--- src/rtl/datapath_arbiter_pkg.sv ---
// Shared definitions for the clock datapath arbiter.
//   - requester IDs of the three clock controllers
//   - arbiter FSM state encoding
//   - bit positions of the datapath strobe bundle
//   - one-hot to requester-ID helper
package datapath_arbiter_pkg;

    localparam int unsigned NumReq = 3;

    // Requester IDs
    localparam logic [1:0] ReqSet = 2'd0;  // timer set controller
    localparam logic [1:0] ReqUpd = 2'd1;  // time update controller (urgent)
    localparam logic [1:0] ReqCmp = 2'd2;  // timer compare controller

    typedef enum logic [1:0] {
        StIdle    = 2'd0,
        StGrant   = 2'd1,
        StRelease = 2'd2
    } state_e;

    // Strobe bundle {la, lb, ea, lr, er}
    localparam int unsigned StbW  = 5;
    localparam int unsigned StbLa = 4;
    localparam int unsigned StbLb = 3;
    localparam int unsigned StbEa = 2;
    localparam int unsigned StbLr = 1;
    localparam int unsigned StbEr = 0;

    function automatic logic [1:0] onehot_to_id(input logic [NumReq-1:0] oh);
        logic [1:0] id;
        id = ReqSet;
        if (oh[1]) id = ReqUpd;
        if (oh[2]) id = ReqCmp;
        return id;
    endfunction

endpackage

--- src/rtl/datapath_arbiter_rr_pick.sv ---
// Combinational 3-way winner picker.
//   req_i   : per-controller request levels
//   last_i  : ID of the most recent owner (search starts at last_i + 1)
//   win_o   : one-hot winner, zero when nothing is requesting
// Requester 1 (time update) is urgent: it outranks requester 2 whenever it did not
// own the datapath last, and it never wins twice in a row while anyone else waits.
// Together with the fairness requirement that full load rotates 0,1,2,0,... this
// is exactly the rotation order below, so the override is folded into the tables.
module datapath_arbiter_rr_pick
    import datapath_arbiter_pkg::*;
(
    input  logic [NumReq-1:0] req_i,
    input  logic [1:0]        last_i,
    output logic [NumReq-1:0] win_o
);

    always_comb begin
        win_o = '0;
        unique case (last_i)
            ReqSet: begin
                // order 1, 2, 0
                if (req_i[1])      win_o = 3'b010;
                else if (req_i[2]) win_o = 3'b100;
                else if (req_i[0]) win_o = 3'b001;
            end
            ReqUpd: begin
                // order 2, 0, 1: urgent requester yields after its own grant
                if (req_i[2])      win_o = 3'b100;
                else if (req_i[0]) win_o = 3'b001;
                else if (req_i[1]) win_o = 3'b010;
            end
            default: begin
                // order 0, 1, 2 (also the post-reset search order)
                if (req_i[0])      win_o = 3'b001;
                else if (req_i[1]) win_o = 3'b010;
                else if (req_i[2]) win_o = 3'b100;
            end
        endcase
    end

endmodule

--- src/rtl/datapath_arbiter.sv ---
// Grants the shared ALU/register datapath to one clock controller at a time.
//   clk, rst_n          : clock, synchronous active-low reset
//   req, done           : per-controller request level and last-cycle flag
//   la_in..er_in        : per-controller datapath strobes
//   sel_in, cin_in      : per-controller ALU select and carry-in
//   gnt                 : registered one-hot grant
//   la, lb, ea, lr, er  : owner strobes (0 without grant)
//   alu_sel, alu_cin    : owner ALU controls (0 without grant)
//   busy                : high while a grant is active
//   timeout             : one-cycle pulse on the owner bit when the hold limit expires
module datapath_arbiter
    import datapath_arbiter_pkg::*;
#(
    parameter int unsigned MAX_HOLD = 16,
    parameter int unsigned HOLD_W   = 5,
    parameter int unsigned SEL_W    = 2
) (
    input  logic                  clk,
    input  logic                  rst_n,
    input  logic [2:0]            req,
    input  logic [2:0]            done,
    input  logic [2:0]            la_in,
    input  logic [2:0]            lb_in,
    input  logic [2:0]            ea_in,
    input  logic [2:0]            lr_in,
    input  logic [2:0]            er_in,
    input  logic [3*SEL_W-1:0]    sel_in,
    input  logic [2:0]            cin_in,
    output logic [2:0]            gnt,
    output logic                  la,
    output logic                  lb,
    output logic                  ea,
    output logic                  lr,
    output logic                  er,
    output logic [SEL_W-1:0]      alu_sel,
    output logic                  alu_cin,
    output logic                  busy,
    output logic [2:0]            timeout
);

    state_e              state_q, state_d;
    logic [2:0]          gnt_q, gnt_d;
    logic [1:0]          last_q, last_d;
    logic [HOLD_W-1:0]   hold_q, hold_d;

    logic [2:0]          win;
    logic                owner_req;
    logic                owner_done;
    logic [StbW-1:0]     stb;

    datapath_arbiter_rr_pick u_rr_pick (
        .req_i  (req),
        .last_i (last_q),
        .win_o  (win)
    );

    // gnt_q is one-hot or zero, so AND-OR selects the owner's bit without indexing.
    assign owner_req  = |(gnt_q & req);
    assign owner_done = |(gnt_q & done);

    always_comb begin
        state_d = state_q;
        gnt_d   = gnt_q;
        last_d  = last_q;
        hold_d  = hold_q;
        stb     = '0;
        alu_sel = '0;
        alu_cin = 1'b0;
        timeout = '0;

        unique case (state_q)
            StIdle: begin
                if (|req) begin
                    state_d = StGrant;
                    gnt_d   = win;
                    last_d  = onehot_to_id(win);
                end
            end

            StGrant: begin
                hold_d = hold_q + HOLD_W'(1);
                if (owner_req) begin
                    stb[StbLa] = |(gnt_q & la_in);
                    stb[StbLb] = |(gnt_q & lb_in);
                    stb[StbEa] = |(gnt_q & ea_in);
                    stb[StbLr] = |(gnt_q & lr_in);
                    stb[StbEr] = |(gnt_q & er_in);
                    alu_cin    = |(gnt_q & cin_in);
                    for (int i = 0; i < 3; i++) begin
                        if (gnt_q[i]) alu_sel = alu_sel | sel_in[i*SEL_W +: SEL_W];
                    end
                end
                // done wins over a simultaneous req drop; timeout only if neither happened
                if (owner_done || !owner_req) begin
                    state_d = StRelease;
                    gnt_d   = '0;
                end else if (hold_q == HOLD_W'(MAX_HOLD - 1)) begin
                    timeout = gnt_q;
                    state_d = StRelease;
                    gnt_d   = '0;
                end
            end

            StRelease: begin
                // one dead cycle on the datapath before the next owner drives it
                hold_d = '0;
                gnt_d  = '0;
                if (|req) begin
                    state_d = StGrant;
                    gnt_d   = win;
                    last_d  = onehot_to_id(win);
                end else begin
                    state_d = StIdle;
                end
            end

            default: begin
                state_d = StIdle;
                gnt_d   = '0;
                hold_d  = '0;
            end
        endcase
    end

    always_ff @(posedge clk) begin
        if (!rst_n) begin
            state_q <= StIdle;
            gnt_q   <= '0;
            last_q  <= ReqCmp;  // first search after reset starts at requester 0
            hold_q  <= '0;
        end else begin
            state_q <= state_d;
            gnt_q   <= gnt_d;
            last_q  <= last_d;
            hold_q  <= hold_d;
        end
    end

    assign gnt  = gnt_q;
    assign busy = (state_q == StGrant);
    assign la   = stb[StbLa];
    assign lb   = stb[StbLb];
    assign ea   = stb[StbEa];
    assign lr   = stb[StbLr];
    assign er   = stb[StbEr];

endmodule

--- config.mk ---
export PLATFORM = sky130hd
export DESIGN_NAME = datapath_arbiter
export DESIGN_NICKNAME = d
export VERILOG_FILES = /design/src/rtl/datapath_arbiter_pkg.sv /design/src/rtl/datapath_arbiter_rr_pick.sv /design/src/rtl/datapath_arbiter.sv
export SDC_FILE = /design/constraint.sdc
export NUM_CORES = 1
export LEC_CHECK = 0
export ABC_CLOCK_PERIOD_IN_PS = 1600
export CAP_MARGIN = 20
export CORE_MARGIN = 2
export CORE_UTILIZATION = 31
export DETAILED_ROUTE_END_ITERATION = 8
export MAX_ROUTING_LAYER = met4
export PLACE_DENSITY = 0.74
export SYNTH_ARGS = -nofsm -noshare
export SYNTH_HDL_FRONTEND = slang
export SYNTH_SLANG_ARGS = --single-unit
--- constraint.sdc ---
create_clock -name clk -period 1.6 [get_ports clk]
set_clock_uncertainty 0.05 [all_clocks]
set_input_delay 0.32 -clock clk [delete_from_list [all_inputs] [get_ports clk]]
set_output_delay 0.32 -clock clk [all_outputs]
set_load 0.02 [all_outputs]
==> results.tsv <==
metric	value	unit
chip width	52.05	um
maximum vdd ir drop	0.5946	mV
Die Ht	52.05	um
Crit-path slowest cell	a222oi_1	
Clock Latency Late Sink	0.29	ns
Seq/Total Area, Yosys	33.57	%
WS Path Type	reg -> out	
pin count of the biggest net entering global routing	12	
final wirelength	2.707	mm
Netlist Area Pre-Place	715.7	um^2
io pins	47	
Critical Path AT	1.53	ns
capturing point of the worst reg2reg path	gnt[2]$_SDFFE_PN0P_	
Synth cell types	30	
RSZ-0062 raised after global routing	yes	
MaxCap Viol Count	0	
Hold Path End	hold_q[4]$_SDFFE_PN0N_	
die area	2709	um^2
post-synthesis instance total	89	
Hold Crit Class	reg -> reg	
H-tree Lvls	1	
CP Capture Type	primary output	
FP Rows	17	
first-pass GRT wire length	3.870	mm
Via density	5.215	
crit start category	flop	
outcome	complete, but fails checks	
final core occ	72.99	%
Pre-Repair DR Iteration Count	4	
layout cells sized above 1	44.79	%
#FFs+latches synth	12	
Synth area leaders	dfxtp_1 (34%), a222oi_1 (14%), nor2_1 (12%), inv_1 (4.2%), ha_1 (3.5%)	
leakage	0.0006544	uW
GRT overflow	0	
IO Port Bufs	46	
Hold Path Depth	2	
clock buffer depth	2	
min cycle time layout	1.898	ns
Initial Util	32.67	%
syn_nets	123	
Post-synth EDFFs	0	
final RePlAce weighted congestion	0.8178	
Root Driver	clkbuf_4	
asr flop ratio synth	0	%
cell type with the largest total area after synthesis	dfxtp_1	
CP top delay family	compound AO/OA/AOI/OAI gates	
Worst Max-Slew Pin Slew	0.4932	ns
TritonCTS clock tree	built	
# diodes	0	
top cell type's share of synthesized area	33.57	%
First DRT Iteration DRCs	37	
Total GRT Usage	19.98	%
Antenna Nets Post-Route	0	
initial antenna violation count	0	
most common cell after layout, fill and taps aside	clkdlybuf4s50_1	
Final period util	118.6	%
CP max stage delay	0.37	ns
slew margin rel.	67.12	%
number of clock sinks	12	
Cell Chain, Critical Path	a222oi_1, inv_1, nand2_4, nor2_2, buf_6	
via count	996	
PwrDens	594.9	nW/um^2
CTS Hold Bufs	0	
crit path buf inv count	2	
FMAX	526.8	MHz
commonest cells after routing, fill and taps aside	clkdlybuf4s50_1 (26), buf_4 (25), buf_6 (15)	
failing checks	setup timing	
DRC viols	0	
WL per Instance	14.17	um
Reg2Reg Depth	6	
CTS clk-pin slew, worst paths	0.08	ns
Setup TNS	-3.178	ns
CTS buffer count	3	
CP max FO	8	
critical path required time	1.23	ns
worst setup margin	-0.2984	ns
fin. max-slew vios	0	
Synth Area per Inst	8.041	um^2
Final Hold Fails	0	
hpwl dp	1.871	mm
Core Area	2191	um^2
R2R Setup Slk	-0.02	ns
top_reg_cell synth	dfxtp_1	
yosys warns	0	
worst r2r src	hold_q[1]$_SDFFE_PN0N_	
fill count	150	
Min-Delay Startpoint	hold_q[4]$_SDFFE_PN0N_	
area grow syn2layout	123.4	%
vias in the first global route	904	
nets@finish	198	
final setup vio count	13	
-- state kept, by name, indices dropped and copies added (netlist names) --
name / cells
gnt: 3
hold_q: 5
last_q: 2
state_q: 2
-- final cells by class --
class | instances | area, um^2 | share of cell area [%]
multi-input combinational | 65 | 556.8 | 34.82
sequential | 12 | 250.2 | 15.65
timing repair buffer | 74 | 690.7 | 43.19
clock buffer | 4 | 36.28 | 2.269
tap | 28 | 35.03 | 2.191
inverter | 8 | 30.03 | 1.878
-- routing by layer --
| layer | track usage (%) | share of wire [%] | up-vias |
|---|---|---|---|
| met3 | 9.483 | 13 | 6 |
| met4 | 5.263 | 2.1 | 0 |
| met5 | - | 0 | - |
| met1 | 18.15 | 35 | 467 |
| li1 | - | - | 480 |
| met2 | 36.92 | 50 | 43 |
-- kinds of logic (layout without fill, tap and decap cells) --
family | after synthesis | count (layout) | synth area share, %
AND/OR/NAND/NOR | 36 | 36 | 22.73
AO/OA/AOI/OAI | 23 | 23 | 27.10
flip-flops | 12 | 12 | 33.57
buffers and inverters | 12 | 86 | 8.041
XOR/XNOR | 3 | 3 | 3.672
adder cells (fa/ha/maj) | 2 | 2 | 3.496
multiplexers | 1 | 1 | 1.399
-- report_power, final --
part	total, uW	switching [uW]	internal, uW
clock network	246	107	139
registers	344	19.8	324
logic	361	158	203
total	951	285	666
-- worst register-to-register path, stage by stage, from the launching register on --
cell and delay [ns]:
dfxtp_2 0.36, ha_4 0.13, and3_4 0.18, ha_4 0.14, and2b_2 0.25, a32oi_4 0.27, o22ai_1 0.13
-- Yosys cell counts, types with 2 or more instances --
cell type  number
inv_1           8
o22ai_1         2
o21ai_0         4
nor2_1         22
nand2_1         3
a211oi_1        2
a222oi_1       10
ha_1            2
nor3_1          2
xor2_1          2
dfxtp_1        12
nand3_1         2
-- worst max path at each step --
stage | start | end | slack (ns) | cells past startpoint
finish | gnt[2]$_SDFFE_PN0P_ | alu_cin | -0.30 | 5
global route | gnt[2]$_SDFFE_PN0P_ | alu_cin | -0.41 | 5
CTS | gnt[2]$_SDFFE_PN0P_ | timeout[1] | -0.31 | 6
detailed placement | done[0] | timeout[2] | -0.95 | 5
global placement | done[0] | timeout[2] | -0.89 | 5
floorplan | gnt[0]$_SDFFE_PN0P_ | timeout[2] | 0.02 | 5
-- per-stage QoR --
stage | hold WS (ns) | instance area [um^2] | setup slack [ns] | power (uW) | instances
6_report | 0.4494 | 1599 | -0.2984 | 951.2 | 191
5_1_grt | 0.4863 | 1599 | -0.4081 | 999.9 | 191
4_1_cts | 0.4554 | 1513 | -0.3135 | 929.5 | 189
3_5_place_dp | 0.4448 | 1393 | -0.9487 | 652.3 | 181
3_3_place_gp | 0.4280 | 1393 | -0.8892 | 647.1 | 181
2_1_floorplan | 0.3589 | 765.7 | 0.01584 | 479.3 | 89
-- repair_timing --
action,in CTS,in global routing
pin swaps,22,8
gates resized for setup,91,18
cloned,0,0
buffers inserted,6,2
endpoints found under the setup margin,18,15
Power figures use the tool's default switching activity.
